--- src/rtl/mrelbp_window_gen.sv ---
// Streaming WIN x WIN sliding-window generator: buffers WIN-1 raster lines and
// emits every fully-interior window with its centre pixel on a valid/ready port.
module mrelbp_window_gen #(
    parameter int DATA_W = 8,
    parameter int IMG_W  = 20,
    parameter int IMG_H  = 20,
    parameter int WIN    = 3
) (
    input  logic                       clk,
    input  logic                       rst,
    input  logic                       start_i,
    input  logic [DATA_W-1:0]          s_axis_tdata,
    input  logic                       s_axis_tvalid,
    output logic                       s_axis_tready,
    output logic [WIN*WIN*DATA_W-1:0]  m_window_o,
    output logic [DATA_W-1:0]          m_center_o,
    output logic                       m_valid_o,
    input  logic                       m_ready_i,
    output logic                       m_eol_o,
    output logic                       m_last_o,
    output logic                       busy_o,
    output logic                       done_o
);
    localparam int COL_W = (IMG_W > 1) ? $clog2(IMG_W) : 1;
    localparam int ROW_W = (IMG_H > 1) ? $clog2(IMG_H) : 1;
    localparam int NLB   = WIN - 1;
    localparam int CTR   = WIN / 2;

    localparam logic [1:0] S_IDLE  = 2'd0;
    localparam logic [1:0] S_RUN   = 2'd1;
    localparam logic [1:0] S_FLUSH = 2'd2;
    localparam logic [1:0] S_DONE  = 2'd3;

    localparam logic [COL_W-1:0] COL_LAST      = COL_W'(IMG_W - 1);
    localparam logic [COL_W-1:0] COL_FIRST_WIN = COL_W'(WIN - 1);
    localparam logic [ROW_W-1:0] ROW_LAST      = ROW_W'(IMG_H - 1);
    localparam logic [ROW_W-1:0] ROW_FIRST_WIN = ROW_W'(WIN - 1);

    logic [1:0]                  state_reg, state_next;
    logic [COL_W-1:0]            col_reg, col_next, col_inc, rd_addr;
    logic [ROW_W-1:0]            row_reg, row_next;
    logic                        accept, col_wrap, last_pixel, complete, out_fire;

    logic [DATA_W-1:0]           lb_rd    [NLB];
    logic [DATA_W-1:0]           column   [WIN];
    logic [DATA_W-1:0]           win_reg  [WIN][WIN];
    logic [DATA_W-1:0]           win_next [WIN][WIN];
    logic [WIN*WIN*DATA_W-1:0]   win_flat;

    logic [WIN*WIN*DATA_W-1:0]   m_window_reg;
    logic [DATA_W-1:0]           m_center_reg;
    logic                        m_valid_reg, m_eol_reg, m_last_reg;

    genvar gi, gj;

    assign s_axis_tready = (state_reg == S_RUN) && (!m_valid_reg || m_ready_i);
    assign accept        = s_axis_tvalid && s_axis_tready;
    assign col_wrap      = (col_reg == COL_LAST);
    assign last_pixel    = col_wrap && (row_reg == ROW_LAST);
    assign complete      = accept && (row_reg >= ROW_FIRST_WIN) && (col_reg >= COL_FIRST_WIN);
    assign out_fire      = m_valid_reg && m_ready_i;
    assign col_inc       = col_wrap ? '0 : col_reg + 1'b1;

    // Read one column ahead on an accept so the registered RAM output already
    // holds the next column's history when its pixel arrives.
    assign rd_addr = accept ? col_inc : col_reg;

    // Bank 0 holds the previous row; each deeper bank takes what the bank above it evicts.
    generate
        for (gi = 0; gi < NLB; gi++) begin : g_lb
            logic [DATA_W-1:0] mem [IMG_W];
            logic [DATA_W-1:0] rd_reg;
            logic [DATA_W-1:0] wr_data;

            if (gi == 0) begin : g_head
                assign wr_data = s_axis_tdata;
            end else begin : g_tail
                assign wr_data = lb_rd[gi-1];
            end

            always_ff @(posedge clk) begin
                if (accept) begin
                    mem[col_reg] <= wr_data;
                end
                rd_reg <= mem[rd_addr];
            end

            assign lb_rd[gi] = rd_reg;
        end
    endgenerate

    // Incoming column, top row first: the oldest line sits in the deepest bank.
    generate
        for (gi = 0; gi < WIN - 1; gi++) begin : g_column
            assign column[gi] = lb_rd[WIN-2-gi];
        end
    endgenerate
    assign column[WIN-1] = s_axis_tdata;

    generate
        for (gi = 0; gi < WIN; gi++) begin : g_row
            for (gj = 0; gj < WIN; gj++) begin : g_col
                if (gj < WIN - 1) begin : g_shift
                    assign win_next[gi][gj] = win_reg[gi][gj+1];
                end else begin : g_load
                    assign win_next[gi][gj] = column[gi];
                end
                assign win_flat[(gi*WIN+gj)*DATA_W +: DATA_W] = win_next[gi][gj];
            end
        end
    endgenerate

    always_ff @(posedge clk) begin
        if (accept) begin
            win_reg <= win_next;
        end
    end

    always_comb begin
        state_next = state_reg;
        col_next   = col_reg;
        row_next   = row_reg;
        case (state_reg)
            S_IDLE: begin
                if (start_i) begin
                    state_next = S_RUN;
                    col_next   = '0;
                    row_next   = '0;
                end
            end
            S_RUN: begin
                if (accept) begin
                    col_next = col_inc;
                    if (col_wrap) begin
                        row_next = (row_reg == ROW_LAST) ? '0 : row_reg + 1'b1;
                    end
                    if (last_pixel) begin
                        state_next = S_FLUSH;
                    end
                end
            end
            S_FLUSH: begin
                if (out_fire && m_last_reg) begin
                    state_next = S_DONE;
                end
            end
            S_DONE:  state_next = S_IDLE;
            default: state_next = S_IDLE;
        endcase
    end

    always_ff @(posedge clk or posedge rst) begin
        if (rst) begin
            state_reg    <= S_IDLE;
            col_reg      <= '0;
            row_reg      <= '0;
            m_valid_reg  <= 1'b0;
            m_window_reg <= '0;
            m_center_reg <= '0;
            m_eol_reg    <= 1'b0;
            m_last_reg   <= 1'b0;
        end else begin
            state_reg <= state_next;
            col_reg   <= col_next;
            row_reg   <= row_next;
            // A fresh window overwrites the one being handed off, keeping 1 window/cycle.
            if (complete) begin
                m_valid_reg  <= 1'b1;
                m_window_reg <= win_flat;
                m_center_reg <= win_next[CTR][CTR];
                m_eol_reg    <= col_wrap;
                m_last_reg   <= last_pixel;
            end else if (out_fire) begin
                m_valid_reg  <= 1'b0;
            end
        end
    end

    assign m_window_o = m_window_reg;
    assign m_center_o = m_center_reg;
    assign m_valid_o  = m_valid_reg;
    assign m_eol_o    = m_eol_reg;
    assign m_last_o   = m_last_reg;
    assign busy_o     = (state_reg == S_RUN) || (state_reg == S_FLUSH);
    assign done_o     = (state_reg == S_DONE);

endmodule

--- config.mk ---
export PLATFORM = sky130hd
export DESIGN_NAME = mrelbp_window_gen
export DESIGN_NICKNAME = d
export VERILOG_FILES = /design/src/rtl/mrelbp_window_gen.sv
export SDC_FILE = /design/constraint.sdc
export NUM_CORES = 1
export LEC_CHECK = 0
export CORE_AREA = 2 2 276 278
export CTS_CLUSTER_SIZE = 12
export DETAILED_ROUTE_END_ITERATION = 8
export DIE_AREA = 0 0 278 280
export GPL_ROUTABILITY_DRIVEN = 0
export RECOVER_POWER = 100
export SLEW_MARGIN = 40
export SYNTH_ARGS = -nofsm -noshare
export SYNTH_HDL_FRONTEND = slang
export SYNTH_SLANG_ARGS = --single-unit
export TNS_END_PERCENT = 50
--- constraint.sdc ---
create_clock -name clk -period 5 [get_ports clk]
set_clock_uncertainty 0.15 [all_clocks]
set_input_delay 0.5 -clock clk [delete_from_list [all_inputs] [get_ports clk]]
set_output_delay 0.5 -clock clk [all_outputs]
set_load 0.1 [all_outputs]
Word-level counts from Yosys, hierarchy flattened --
Memories as Yosys holds them, arrays and structs flattened. A register that Yosys moved wholly into a read port is not among the register bits. Index checks and enable logic that the tools add are counted.
Cells by class: $add $sub $neg 2, order comparisons 2, eq/ne operators 10, multiplexer cells 17, reductions and logical operators 16
Operator list (number):
- two-way mux 5 bit | 6
- one-hot mux 5 bit (2 select lines) | 2
- adder 5 x 1 -> 5 bit (second input constant) | 2
- equality test 5 bit (second input constant) | 2
- greater-or-equal comparator 5 x 2 -> 1 bit (second input constant) | 2
- != test 2 bit (second input constant) | 5
- two-way mux 2 bit | 4
- one-hot mux 2 bit (4 select lines) | 1
- AND reduction 4 bit | 2
- logical AND 1 bit | 7
- equality test 2 bit (second input constant) | 2
- two-way mux 1 bit | 4
- nonzero test 2 bit | 2
- equality test 2 x 1 -> 1 bit (second input constant) | 1
- zero test 2 bit | 1
- logical OR 1 bit | 2
- AND reduction 2 bit | 1
- zero test 1 bit | 1
Storage, ports and cells: register bits after elaboration 143, RAM bits 320, output and inout bits 86, word-level logic and storage cells 63, memories 2
Memory list:
- g_lb[0].mem | words 20, bits a word 8, rd ports 1, clocked after Yosys merged registers in 1, wr ports 1, line 71 | logic [DATA_W-1:0] mem [IMG_W];
- g_lb[1].mem | words 20, bits a word 8, rd ports 1, clocked after Yosys merged registers in 1, wr ports 1, line 71

Depth between registers and ports, before layout --
depth in word-level cells 7, mapped depth 13

Worst setup path after synthesis --
Ideal clock, no wire load.
path type register -> register, start point register m_valid_reg (netlist: m_valid_o), end point memory g_lb[0].mem[12][0], enable pin, setup time 388 ps, arrival 4238 ps, required time 4462 ps, path slack 223 ps, stages on the path, launching flop included 8, buffers on the path 2, period minus slack after synthesis 4777 ps, cell sequence dfrtp_1 nand2b_1 nand2_2 clkinv_1 clkbuf_1 clkbuf_1 nand2_1 nor2_1
On the way: longest elaborated chain between the ends 6
RTL lines:
- from (decl) | line 52 | logic m_valid_reg, m_eol_reg, m_last_reg;
- from (signal assigned) | line 157 | m_valid_reg <= 1'b0;
- from (signal assigned) | line 168 | m_valid_reg <= 1'b1;
- from (signal assigned) | line 174 | m_valid_reg <= 1'b0;
- zero test 1 bit | line 56 | assign s_axis_tready = (state_reg == S_RUN) && (!m_valid_reg || m_ready_i);
- logical OR 1 bit | line 56
- logical AND 1 bit | line 56
- logical AND 1 bit | line 57 | assign accept = s_axis_tvalid && s_axis_tready;
- net accept | line 42 | logic accept, col_wrap, last_pixel, complete, out_fire;
- two-way mux 1 bit | line 82 | if (accept) begin
- two-way mux 1 bit (not written as such) | line 83 | mem[col_reg] <= wr_data;
- to (decl) | line 71
The timed path passes the listed nets, and every way through them passes these cells.

Worst setup path after layout --
start point register state_reg[1], end point memory g_lb[1].mem[13][1], enable pin
On the way: longest elaborated chain between the ends 5
RTL lines:
- from (decl) | line 39 | logic [1:0] state_reg, state_next;
- from (signal assigned) | line 163 | state_reg <= state_next;
- equality test 2 x 1 -> 1 bit | line 56
- logical AND 1 bit | line 56
- logical AND 1 bit | line 57
- two-way mux 1 bit | line 82
- two-way mux 1 bit (not written as such) | line 83
- to (decl) | line 71
No other way between the ends.

==> results_dict.tcl <==
set metrics [dict create \
    cts_tree "built" \
    fillers 7496 \
    synth-edff-count 368 \
    finalCoreUtilization_pct 28.75 \
    finish.net_count 1289 \
    slew_violations 60 \
    area_delta_synth_final_pct 16.12 \
    antenna_found_initial 0 \
    wl_per_cell_um 19.83 \
    hold_depth 0 \
    clkSinkCount 471 \
    syn-num-nets 1170 \
    worstSetupPathType "reg -> reg" \
    antenna_cells 0 \
    cp.arrival_ns 4.33 \
    synth_cells 1147 \
    die_h_um 280 \
    largest_reg_flops 320 \
    critPathRequiredTime_ns 5.05 \
    post_cts_buffers 0 \
    drt_first_pass_iters 5 \
    vdd_drop_max_uv 254.6 \
    cts-root-buf "clkbuf_16" \
    rsz0062_at_grt "no" \
    worst_slew_pin_slew_ns 2.702 \
    vias 10510 \
    leakage_nw 7.626 \
    drtAntennaViolNets 0 \
    worstHoldStart "g_lb[1].rd_reg[6]" \
    start_util_pct 24.76 \
    finalSetupTns_ns 0 \
    status "finished with violations" \
    synth_ff_type "edfxtp_1" \
    maxCapViolCount 1 \
    fp.dieW_um 278 \
    critPathCaptureType "flip-flop" \
    viasPerCell 4.604 \
    ctsHoldBuffers 0 \
    cts_buffer_depth 3 \
    place.port_buffers 98 \
    timing.fmax_mhz 233.6 \
    core_area_um2 75190 \
    fp.dieArea_um2 77840 \
    grt_overflow_total 0 \
    avgSynthCellArea_um2 16.23 \
    reg2reg_setup_slack_ns 0.72 \
    cp-start-kind "flip-flop" \
    setup_viol 0 \
    syn_area_um2 18620 \
    synth-warning-count 0 \
    finalCritPeriodShare_pct 85.61 \
    cts_resized 0 \
    seq_area_frac_synth_pct 72.77 \
    grt_pass1_vias 10610 \
    hold_viol 0 \
    num_io_pins 99 \
    wirelength_um 45250 \
    cts.clk_slew.worst_paths_ns 0.06 \
    clock_latency_ns 0.57 \
    drc 0 \
    slew_headroom_pct -81.15 \
    grtUsageTotal_pct 11.45 \
    violations "max-capacitance violations, max-slew violations" \
    grt_max_degree 66 \
    hpwl_um 27670 \
    regMostFlops "g_lb.mem" \
    yosysUniqueCellTypes 58 \
    synth_async_sr_flop_share_pct 18.47 \
    hold_path_class "reg -> reg" \
    drive_above_1_share_pct 16.49 \
    grt_first_pass_wirelength_um 67990 \
    min_to "win_flat[14]" \
    cts_buffers 46 \
    hold_ws_ns 0.2906 \
    powerDensity_nw_per_um2 513.1 \
    ys_ff_latch 471 \
    fp-row-count 101 \
    r2r_cells 9 \
    regToRegEndpoint "g_lb[1].mem[13][1]" \
    reg2reg_from "state_reg[1]" \
    worstPathMaxFanout 35 \
    drtIter0Drc 996 \
    htree_num_levels 2 \
    period_minus_slack_ns 4.281 \
]
-- where the power goes --
part | total [mW] | leakage (nW) | switching (mW) | internal [mW]
Combinational | 2.69 | 2.31 | 2.01 | 0.685
Sequential | 5.20 | 4.66 | 0.377 | 4.82
Clock | 3.20 | 0.661 | 1.39 | 1.81
Total | 11.1 | 7.63 | 3.78 | 7.31
-- per-layer routing --
metal | wire length (um) | GRT usage [%]
met3 | 2625 | 1.990
met2 | 22130 | 19.22
met4 | 1031 | 3.271
met1 | 19470 | 15.20
met5 | 0 | 0
-- kinds of logic after synthesis --
| kind of cell | synth area share, % |
|---|---|
| flip-flops | 72.77 |
| AND/OR/NAND/NOR | 6.674 |
| multiplexers | 11.66 |
| AO/OA/AOI/OAI | 5.948 |
| buffers and inverters | 2.083 |
| adder cells (fa/ha/maj) | 0.6721 |
| XOR/XNOR | 0.1882 |
-- worst max path at each step --
stage | slack (ns) | cells past startpoint | to | startpoint
after floorplan | 0.22 | 7 | g_lb[0].mem[12][0] | m_valid_o
after global placement | 1.16 | 9 | g_lb[1].rd_reg[3] | m_ready_i
after detailed placement | 1.08 | 9 | g_lb[0].rd_reg[1] | s_axis_tvalid
after CTS | 1.17 | 10 | g_lb[0].rd_reg[1] | state_reg[1]
after global routing | 0.48 | 9 | g_lb[0].mem[13][6] | state_reg[1]
final | 0.72 | 9 | g_lb[1].mem[13][1] | state_reg[1]
-- placed cells by master (no fill, tap or decap), drive strengths merged, types with 3 or more instances in the layout --
cell | Yosys | layout
clkinv | 2 | 3
clkbuf | 26 | 184
nor3 | 3 | 3
nand4b | 7 | 7
mux2i | 38 | 38
a21boi | 7 | 7
and3 | 7 | 7
a221o | 7 | 7
xor2 | 4 | 4
mux4 | 41 | 41
a32o | 3 | 3
clkdlybuf4s50 | 0 | 3
or3 | 3 | 3
nor2b | 8 | 8
a31oi | 8 | 8
buf | 42 | 30
o21a | 9 | 9
inv | 9 | 10
a32oi | 15 | 15
a311o | 7 | 7
mux2 | 77 | 77
nand2b | 3 | 3
a21oi | 36 | 36
nand4 | 6 | 6
edfxtp | 368 | 368
o21ai | 11 | 11
nor2 | 30 | 30
dfrtp | 87 | 87
o211ai | 14 | 14
dfxtp | 16 | 16
a22oi | 16 | 16
nand2 | 152 | 152
dlygate4sd3 | 0 | 4
a21o | 8 | 8
ha | 10 | 10
nand3 | 46 | 46
-- worst max-delay path: stages (launching register included) --
cell	delay (ns)
dfrtp_1	0.41
inv_1	0.11
ha_1	0.39
and2_0	0.24
nand2_1	0.44
clkinvlp_2	0.33
buf_4	0.43
nand2_1	0.24
nor2_1	0.68
clkbuf_2	0.50
-- layout make-up --
type | instances | area (um^2) | share of cell area, %
sequential | 471 | 13550 | 62.68
multi-input combinational | 597 | 4705 | 21.76
clock buffer | 82 | 1338 | 6.187
tap | 978 | 1224 | 5.661
timing repair buffer | 139 | 719.4 | 3.328
inverter | 11 | 43.79 | 0.2026
clock inverter | 4 | 38.79 | 0.1794
-- per-stage QoR --
step                total power, mW  std cells  instance area, um^2  setup WS [ns]
finish                        11.09       2282                21620         0.7193
global route                  11.53       2282                21620         0.4785
CTS                           11.25       2282                21780          1.170
detailed placement            8.034       2196                20400          1.076
global placement              8.130       2196                20850          1.157
floorplan                     7.346       1147                18620         0.2231
-- cells in the mapped netlist, types with 10 or more instances --
cell      number  area share [%]
edfxtp_1     368              59
nand2_1      151             3.0
dfrtp_1       87              12
mux2_2        77             4.7
nand3_1       46             1.2
mux4_2        41             5.0
mux2i_1       38             2.0
a21oi_1       34            0.91
nor2_1        30            0.60
clkbuf_1      26            0.52
buf_2         19            0.51
a22oi_1       16            0.65
dfxtp_1       16             1.7
a32oi_1       15            0.71
buf_4         14            0.56
o211ai_1      14            0.56
ha_1          10            0.67
o21ai_0       10            0.27
(Power assumes the default switching activity.)
